$ cat src/rtl/core_top.sv
// Multicycle 32-bit in-order core with a one-line I$ and a one-line
// write-through D$ sharing a single line-granular miss port.
package core_pkg;
    localparam int CORE_ADDR_W = 32;
    localparam int CORE_LINE_W = 128;

    typedef struct packed {
        logic [CORE_ADDR_W-1:0] addr;      // line index (byte address >> 4)
        logic                   is_store;
        logic [CORE_LINE_W-1:0] data;
    } memory_request_t;
endpackage

module core_top
    import core_pkg::*;
#(
    parameter int                    ADDR_WIDTH = CORE_ADDR_W,
    parameter int                    LINE_WIDTH = CORE_LINE_W,
    parameter logic [ADDR_WIDTH-1:0] EXC_VECTOR = 32'h2000
) (
    input  logic                  clock,
    input  logic                  reset,
    input  logic [ADDR_WIDTH-1:0] boot_addr,
    output logic                  dcache_req_valid_miss,
    output memory_request_t       dcache_req_info_miss,
    output logic                  icache_req_valid_miss,
    output memory_request_t       icache_req_info_miss,
    input  logic [LINE_WIDTH-1:0] rsp_data_miss,
    input  logic                  rsp_valid_miss,
    input  logic                  rsp_cache_id,
    input  logic                  rsp_bus_error
);

    typedef enum logic [2:0] {FETCH, IWAIT, EXEC, DWAIT, SWAIT} state_t;

    localparam int TAG_W = ADDR_WIDTH - 4;

    state_t                  state, state_next;
    logic [ADDR_WIDTH-1:0]   pc, pc_next, pc_plus4;
    logic [31:0]             rf [16];
    logic [31:0]             ir;
    logic [LINE_WIDTH-1:0]   iline, dline, merged;
    logic [TAG_W-1:0]        itag, dtag;
    logic                    ivalid, dvalid;

    // Decoded instruction fields and operands
    logic [3:0]  op, rd, ra, rb;
    logic [31:0] imm, va, vb, vd, ea, iword, dword, rf_wd;
    logic        ihit, dhit, rsp_i, rsp_d;
    logic        rf_we, ir_ld, i_fill, d_fill, d_upd, ireq, dreq, dreq_st;
    logic        unused_bits;

    assign op  = ir[31:28];
    assign rd  = ir[27:24];
    assign ra  = ir[23:20];
    assign rb  = ir[19:16];
    assign imm = {{16{ir[15]}}, ir[15:0]};
    assign va  = (ra == 4'd0) ? 32'd0 : rf[ra];
    assign vb  = (rb == 4'd0) ? 32'd0 : rf[rb];
    assign vd  = (rd == 4'd0) ? 32'd0 : rf[rd];
    assign ea  = va + imm;

    assign pc_plus4 = pc + 32'd4;
    assign ihit     = ivalid && (itag == pc[ADDR_WIDTH-1:4]);
    assign iword    = iline[{pc[3:2], 5'd0} +: 32];
    assign dhit     = dvalid && (dtag == ea[ADDR_WIDTH-1:4]);
    assign dword    = dline[{ea[3:2], 5'd0} +: 32];

    // A response only counts for the cache whose id it carries
    assign rsp_i = rsp_valid_miss && !rsp_cache_id;
    assign rsp_d = rsp_valid_miss &&  rsp_cache_id;

    assign unused_bits = ^ea[1:0];

    // Store data: cached line with the addressed word replaced by rd
    always_comb begin
        merged = dline;
        merged[{ea[3:2], 5'd0} +: 32] = vd;
    end

    // FSM state register
    always_ff @(posedge clock) begin
        if (!reset) state <= FETCH;
        else        state <= state_next;
    end

    // Next-state and datapath control
    always_comb begin
        state_next = state;
        pc_next    = pc;
        rf_we      = 1'b0;
        rf_wd      = '0;
        ir_ld      = 1'b0;
        i_fill     = 1'b0;
        d_fill     = 1'b0;
        d_upd      = 1'b0;
        ireq       = 1'b0;
        dreq       = 1'b0;
        dreq_st    = 1'b0;
        case (state)
            FETCH: begin
                if (ihit) begin
                    ir_ld      = 1'b1;
                    state_next = EXEC;
                end else begin
                    ireq       = 1'b1;
                    state_next = IWAIT;
                end
            end
            IWAIT: begin
                if (rsp_i) begin
                    state_next = FETCH;
                    if (rsp_bus_error) pc_next = EXC_VECTOR;
                    else               i_fill  = 1'b1;
                end
            end
            EXEC: begin
                state_next = FETCH;
                pc_next    = pc_plus4;
                case (op)
                    4'd0: begin rf_we = 1'b1; rf_wd = va + vb;  end
                    4'd1: begin rf_we = 1'b1; rf_wd = va - vb;  end
                    4'd2: begin rf_we = 1'b1; rf_wd = va + imm; end
                    4'd3, 4'd4: begin
                        if (!dhit) begin
                            // Fill first, then retry the same instruction
                            pc_next    = pc;
                            dreq       = 1'b1;
                            state_next = DWAIT;
                        end else if (op == 4'd3) begin
                            rf_we = 1'b1;
                            rf_wd = dword;
                        end else begin
                            // PC advances only once the write-through is acked
                            pc_next    = pc;
                            dreq       = 1'b1;
                            dreq_st    = 1'b1;
                            state_next = SWAIT;
                        end
                    end
                    4'd5: if (vd == va) pc_next = pc + (imm << 2);
                    4'd6: pc_next = va + imm;
                    default: ;
                endcase
            end
            DWAIT: begin
                if (rsp_d) begin
                    if (rsp_bus_error) begin
                        pc_next    = EXC_VECTOR;
                        state_next = FETCH;
                    end else begin
                        d_fill     = 1'b1;
                        state_next = EXEC;
                    end
                end
            end
            SWAIT: begin
                if (rsp_d) begin
                    state_next = FETCH;
                    if (rsp_bus_error) begin
                        pc_next = EXC_VECTOR;
                    end else begin
                        pc_next = pc_plus4;
                        d_upd   = 1'b1;
                    end
                end
            end
            default: state_next = FETCH;
        endcase
    end

    // Architectural state, cache valids and the registered request port
    always_ff @(posedge clock) begin
        if (!reset) begin
            pc                    <= boot_addr;
            for (int i = 0; i < 16; i++) rf[i] <= '0;
            ivalid                <= 1'b0;
            dvalid                <= 1'b0;
            icache_req_valid_miss <= 1'b0;
            dcache_req_valid_miss <= 1'b0;
            icache_req_info_miss  <= '0;
            dcache_req_info_miss  <= '0;
        end else begin
            pc <= pc_next;
            if (rf_we && rd != 4'd0) rf[rd] <= rf_wd;
            if (i_fill) ivalid <= 1'b1;
            if (d_fill) dvalid <= 1'b1;
            icache_req_valid_miss <= ireq;
            dcache_req_valid_miss <= dreq;
            if (ireq) begin
                icache_req_info_miss.addr     <= {4'd0, pc[ADDR_WIDTH-1:4]};
                icache_req_info_miss.is_store <= 1'b0;
                icache_req_info_miss.data     <= '0;
            end
            if (dreq) begin
                dcache_req_info_miss.addr     <= {4'd0, ea[ADDR_WIDTH-1:4]};
                dcache_req_info_miss.is_store <= dreq_st;
                dcache_req_info_miss.data     <= dreq_st ? merged : '0;
            end
        end
    end

    // Cache payloads and the instruction register (qualified by valid bits)
    always_ff @(posedge clock) begin
        if (ir_ld) ir <= iword;
        if (i_fill) begin
            iline <= rsp_data_miss;
            itag  <= pc[ADDR_WIDTH-1:4];
        end
        if (d_fill) begin
            dline <= rsp_data_miss;
            dtag  <= ea[ADDR_WIDTH-1:4];
        end else if (d_upd) begin
            dline <= dcache_req_info_miss.data;
        end
    end

endmodule

$ cat config.mk
export PLATFORM = sky130hd
export DESIGN_NAME = core_top
export DESIGN_NICKNAME = d
export VERILOG_FILES = /design/src/rtl/core_top.sv
export SDC_FILE = /design/constraint.sdc
export NUM_CORES = 2
export LEC_CHECK = 0
export CORE_UTILIZATION = 45
export DETAILED_ROUTE_END_ITERATION = 6
export GPL_TIMING_DRIVEN = 0
export PLACE_DENSITY = 0.75
export SLEW_MARGIN = 10
export SYNTH_ARGS = -nofsm -noshare
export SYNTH_HDL_FRONTEND = slang
export SYNTH_SLANG_ARGS = --single-unit
$ cat constraint.sdc
create_clock -name clock -period 14.2 [get_ports clock]
set_input_delay 2.84 -clock clock [delete_from_list [all_inputs] [get_ports clock]]
set_output_delay 2.84 -clock clock [all_outputs]
set_load 0.05 [all_outputs]
**After elaboration in Yosys (flattened, before gate mapping)**

Memories as Yosys holds them, arrays and structs flattened. A register that Yosys moved wholly into a read port is not among the register bits.
Cells that the tools add are included.

- Register bits after elaboration: 568
- Latch bits: 0
- Memory bits (writable): 512
- Memory bits (read-only): 0
- Input port bits: 165
- Output and inout bits: 324
- Word-level logic and storage cells: 128
- Memories: 1

- $add $sub $neg: 6
- Multipliers: 0
- Div/mod/pow operators: 0
- Order comparisons: 0
- Equal/unequal tests: 22
- Shift operators: 4
- Multiplexer cells: 62
- Bitwise gates (word level): 0
- Reduce and logical (&&, ||, !) cells: 18

Memory list:

| memory | words | bits a word | read ports | clocked after Yosys merged registers in | write ports | line | text |
|---|---|---|---|---|---|---|---|
| rf | 16 | 32 | 3 | 3 | 16 | 40 | `logic [31:0] rf [16];` |

Operators with widths:

| kind | count |
|---|---|
| two-way mux 32 bit | 16 |
| two-way mux 128 bit | 3 |
| one-hot mux 32 bit (4 select lines) | 2 |
| indexed part select 128 x 8 -> 32 bit | 2 |
| bitwise mux 128 bit | 1 |
| variable shift 32 x 9 -> 128 bit, first input constant | 1 |
| indexed part select 32 x 9 -> 128 bit | 1 |
| adder 32 bit | 3 |
| one-hot mux 32 bit (3 select lines) | 1 |
| equality test 28 bit | 2 |
| adder 32 x 3 -> 32 bit, second input constant | 1 |
| equality test 32 bit | 1 |
| OR reduction 32 bit | 1 |
| subtractor 32 bit | 1 |
| two-way mux 1 bit | 25 |
| two-way mux 3 bit | 6 |
| logical NOT 4 bit | 4 |
| two-way mux 4 bit | 4 |
| one-hot mux 3 bit (5 select lines) | 1 |
| equality test 4 x 3 -> 1 bit, second input constant | 3 |
| != test 3 bit, second input constant | 3 |
| negator 7 -> 9 bit | 1 |
| equality test 4 x 2 -> 1 bit, second input constant | 2 |
| != test 4 bit, second input constant | 2 |
| other kinds (17) | 25 |

**Logic depth before layout (Yosys ltp)**

- Word-level depth: 14
- Mapped depth: 32
- Mapped depth without buffers: 24

**Least setup slack after synthesis**

OpenSTA, ideal clock, no wires.

- Path kind: input-to-reg
- From: in rsp_cache_id
- To: reg dline[0] (enable)
- Setup time: 806 ps
- Arrival: 12,288 ps
- Required time: 13,394 ps
- Setup slack: 1,106 ps
- Stages: 2
- Path buffers: 0
- Cell sequence: nand2_1 a211oi_1

- Word-level cells in the longest chain between the ends: 4
- Elaborated cells on any way between the ends: 5
- Those cells by class: mux: 3; reduce/logical: 2

Ends and longest elaborated chain:

| element | line | text |
|---|---|---|
| start, declared | 30 | `input logic rsp_cache_id,` |
| logical AND 1 bit (*) | 71 | `assign rsp_d = rsp_valid_miss && rsp_cache_id;` |
| two-way mux 1 bit (*) | 158 | `if (rsp_d) begin` |
| two-way mux 1 bit | 100 | `case (state)` |
| nonzero test 2 bit (no line) (*) | n/a |  |
| end signal, assigned | 211 | `dline <= rsp_data_miss;` |
| end signal, assigned | 214 | `dline <= dcache_req_info_miss.data;` |
| end, declared | 42 | `logic [LINE_WIDTH-1:0] iline, dline, merged;` |

Every way passes the cells marked *; elsewhere a longest branch is shown, timed or not.
A chain may end at the register's enable or synchronous reset.

==> results.yml <==
status:
  status: "finished, violations left"
  violations: "design-rule violations, max-capacitance violations"
routing:
  drc_errors: 17
  firstDrtPassIters: 7
  vias: 52100
  drt-initial-drc-count: 9955
  routed_wl_um: 267000
  via_per_inst: 6.85
  wire_per_inst_um: 35.1
  antenna_left: 0
clock_tree:
  cts_resized: 0
  ctsHoldBuffers: 0
  tritoncts: "yes"
  cts_setup_buffers: 0
  clockBufferDepth: 3
  clkSlewWorstSetupHoldPaths_ns: 0.06
  cts.sinks: 1090
  ctsRootBufferMaster: "clkbuf_16"
  cts_made_buffers: 112
  htreeDepth: 3
  insertion_delay_ns: 0.81
worst_setup_path:
  crit_buf_inv: 6
  cp_top_family: "buffers and inverters"
  cp.arrival_ns: 13.18
  slowest_delay_ns: 1.06
  slowest_stage: "xor2_1"
  crit_top_cell: "clkbuf_1"
  path_class: "register to register"
  cp-start-kind: "register"
  cp-end-kind: "register"
  required_ns: 14.53
  cp_max_fo: 32
synth:
  yosysWarnings: 0
  avgSynthCellArea_um2: 12.7
  synthSimpleGateAreaFrac_pct: 9.94
  synth_edf_count: 886
  yosysUniqueCellTypes: 105
  synth_adder_area_share_pct: 1.85
  synth_xor_area_share_pct: 3.42
  synth.cell_area_mm2: 0.0630
  synth_area_leader_cell: "edfxtp_1"
  synth_top_family_by_area: "multiplexers"
  netlist.area_leader.share_pct: 42.2
  yosys-mux-area-fraction_pct: 21.9
  synthTopCellsByArea: "edfxtp_1 (42%), mux4_2 (18%), dfxtp_1 (6.5%)"
  synth_ff_type: "edfxtp_1"
  synthesis.instances: 4968
  async_flop_share_pct: 0
  ys_ff_latch: 1090
  synth-seq-area-share_pct: 48.7
  synth_compound_area_share_pct: 9.62
timing:
  holdWs_ns: 0.474
  slew_violations: 0
  relSlewSlack_pct: 0.387
  final.min_clock_period_ns: 12.84
  setup_viol: 0
  hold_viol: 0
  finalClockSkew_ns: 0.108
  setup_ws_ns: 1.36
  rsz0062_at_grt: "no"
  fin_crit_sh_pct: 90.5
  fmax_mhz: 77.9
  worst_slew_pin_slew_ns: 1.49
layout:
  nets: 5878
  layout-drive-gt1-share_pct: 20.3
  layout_common_cells: "edfxtp_1 (886), nor2_1 (623), mux4_2 (501)"
  area_growth_syn_to_layout_pct: 17.6
  final_common_cell: "edfxtp_1"
  final_core_util_pct: 53.6
floorplanning:
  die_area_mm2: 0.142
  rows: 136
  core_area_mm2: 0.138
  die_x_um: 376
  initial_core_util_pct: 45.6
  die_height_um: 376
  pin_count: 489
place:
  pre_cts_slack_ns: 2.18
  io_buffers: 348
  hpwl_um: 191000
  gp_congestion: 1.04
grt:
  grt_use_total_pct: 36.9
  grt_pass1_wl_um: 365000
  antenna_found_initial: 34
  grt_overflow: 0
  grt_max_degree: 57
  grt_pass1_vias: 48400
min_path:
  hold_class: "register to register"
power:
  peakVddDrop_mv: 0.109
  powerDensity_mw_per_mm2: 105
  leakage_uw: 0.0253
run:
  maxCapViolations: 1
## synthesized netlist by cell type (8+ instances only)
master and instances:
ha_1 86, xor2_1 96, a211oi_1 17, a31oi_1 23
mux2_2 146, o31ai_1 11, a22oi_1 55, buf_4 144
mux4_2 501, nand4_1 24, and3_1 17, or2_2 9
and2_1 47, nand3_1 86, a21oi_1 327, or3_1 11
a221oi_1 15, o2bb2ai_1 132, xnor2_1 123, o21ai_1 8
edfxtp_1 886, a21o_1 43, nor3_1 55, o211ai_1 10
o21bai_1 12, nor2_1 623, clkbuf_1 272, nand2b_1 23
nand2_1 193, a22o_1 9, dfxtp_1 204, buf_2 61
o21ai_0 111, nor4_1 25, inv_1 55, buf_1 45
nor2b_1 179, o21a_1 18, mux2i_1 87
## sequential cells by signal, indices dropped and copies added (netlist names), named ones only
signal / cells
pc: 30
dcache_req_valid_miss: 1
itag: 28
ir: 32
icache_req_valid_miss: 1
dvalid: 1
iline: 128
state: 3
icache_req_info_miss: 28
dcache_req_info_miss: 157
dline: 128
rf: 512
dtag: 28
ivalid: 1
## stage by stage
stage | TNS (ns) | cells | area, um^2 | total power (uW)
2_1_floorplan | 0 | 5136 | 63600 | 4260
3_3_place_gp | -728.05 | 7347 | 69400 | 4580
3_5_place_dp | 0 | 7371 | 70100 | 4600
4_1_cts | 0 | 7581 | 74000 | 7660
5_1_grt | 0 | 7592 | 74100 | 7860
6_report | 0 | 7599 | 74100 | 7750
## final timing paths
path                                               start                                      to  slack (ns)  cells after the start
setup / recovery                                register                 rf[2][12]$_SDFFCE_PN0P_        1.36                     25
hold / removal    dcache_req_info_miss[128]$_SDFFE_PN0P_  dcache_req_info_miss[128]$_SDFFE_PN0P_        0.47                      2
setup reg to reg                                register                 rf[2][12]$_SDFFCE_PN0P_        1.36                     25
hold reg to reg   dcache_req_info_miss[128]$_SDFFE_PN0P_  dcache_req_info_miss[128]$_SDFFE_PN0P_        0.47                      2
## worst reg2reg max path: cells and delay by family (launching register included)
kind	cells	cell delay, ns
multiplexers	2	0.99
AO/OA/AOI/OAI	8	2.70
adder cells (fa/ha/maj)	1	0.40
XOR/XNOR	2	1.28
flip-flops	1	0.40
buffers and inverters	6	3.59
AND/OR/NAND/NOR	6	3.03
## cells by family (layout without fill, tap and decap cells)
group / count (synthesis) / in the layout
flops: 1090 / 1090
other cells: 1 / 185
compound gates: 899 / 899
buf+inv: 585 / 1169
simple gates: 1338 / 1338
xor+xnor: 229 / 229
mux: 734 / 734
fa+ha+maj: 92 / 92
## power by group
| group | switching [uW] | leakage, uW | internal [uW] |
|---|---|---|---|
| sequential | 84.8 | 0.00993 | 3550 |
| combinational | 595 | 0.0135 | 343 |
| clock | 1380 | 0.00186 | 1790 |
| total | 2060 | 0.0253 | 5690 |
## layout make-up
cell class	count	area (um^2)
Inverter	56	210
Clock buffer	138	3030
Tap cell	1863	2330
Clock inverter	72	835
Fill cell	11500	64100
Multi-Input combinational cell	3461	30300
Sequential cell	1090	30700
Timing Repair Buffer	374	3950
Antenna cell	16	40.0
Buffer	529	2710
## metal layers
layer / share of wire (%) / global-route usage [%] / vias to the layer above
met1: 33 / 45.4 / 25300
met4: 8.4 / 24.0 / 32
met3: 17 / 16.7 / 1230
met2: 41 / 52.3 / 5306
met5: 0.078 / 0 / -
li1: - / - / 20200
Note: power is estimated with default switching activity, not from simulation.
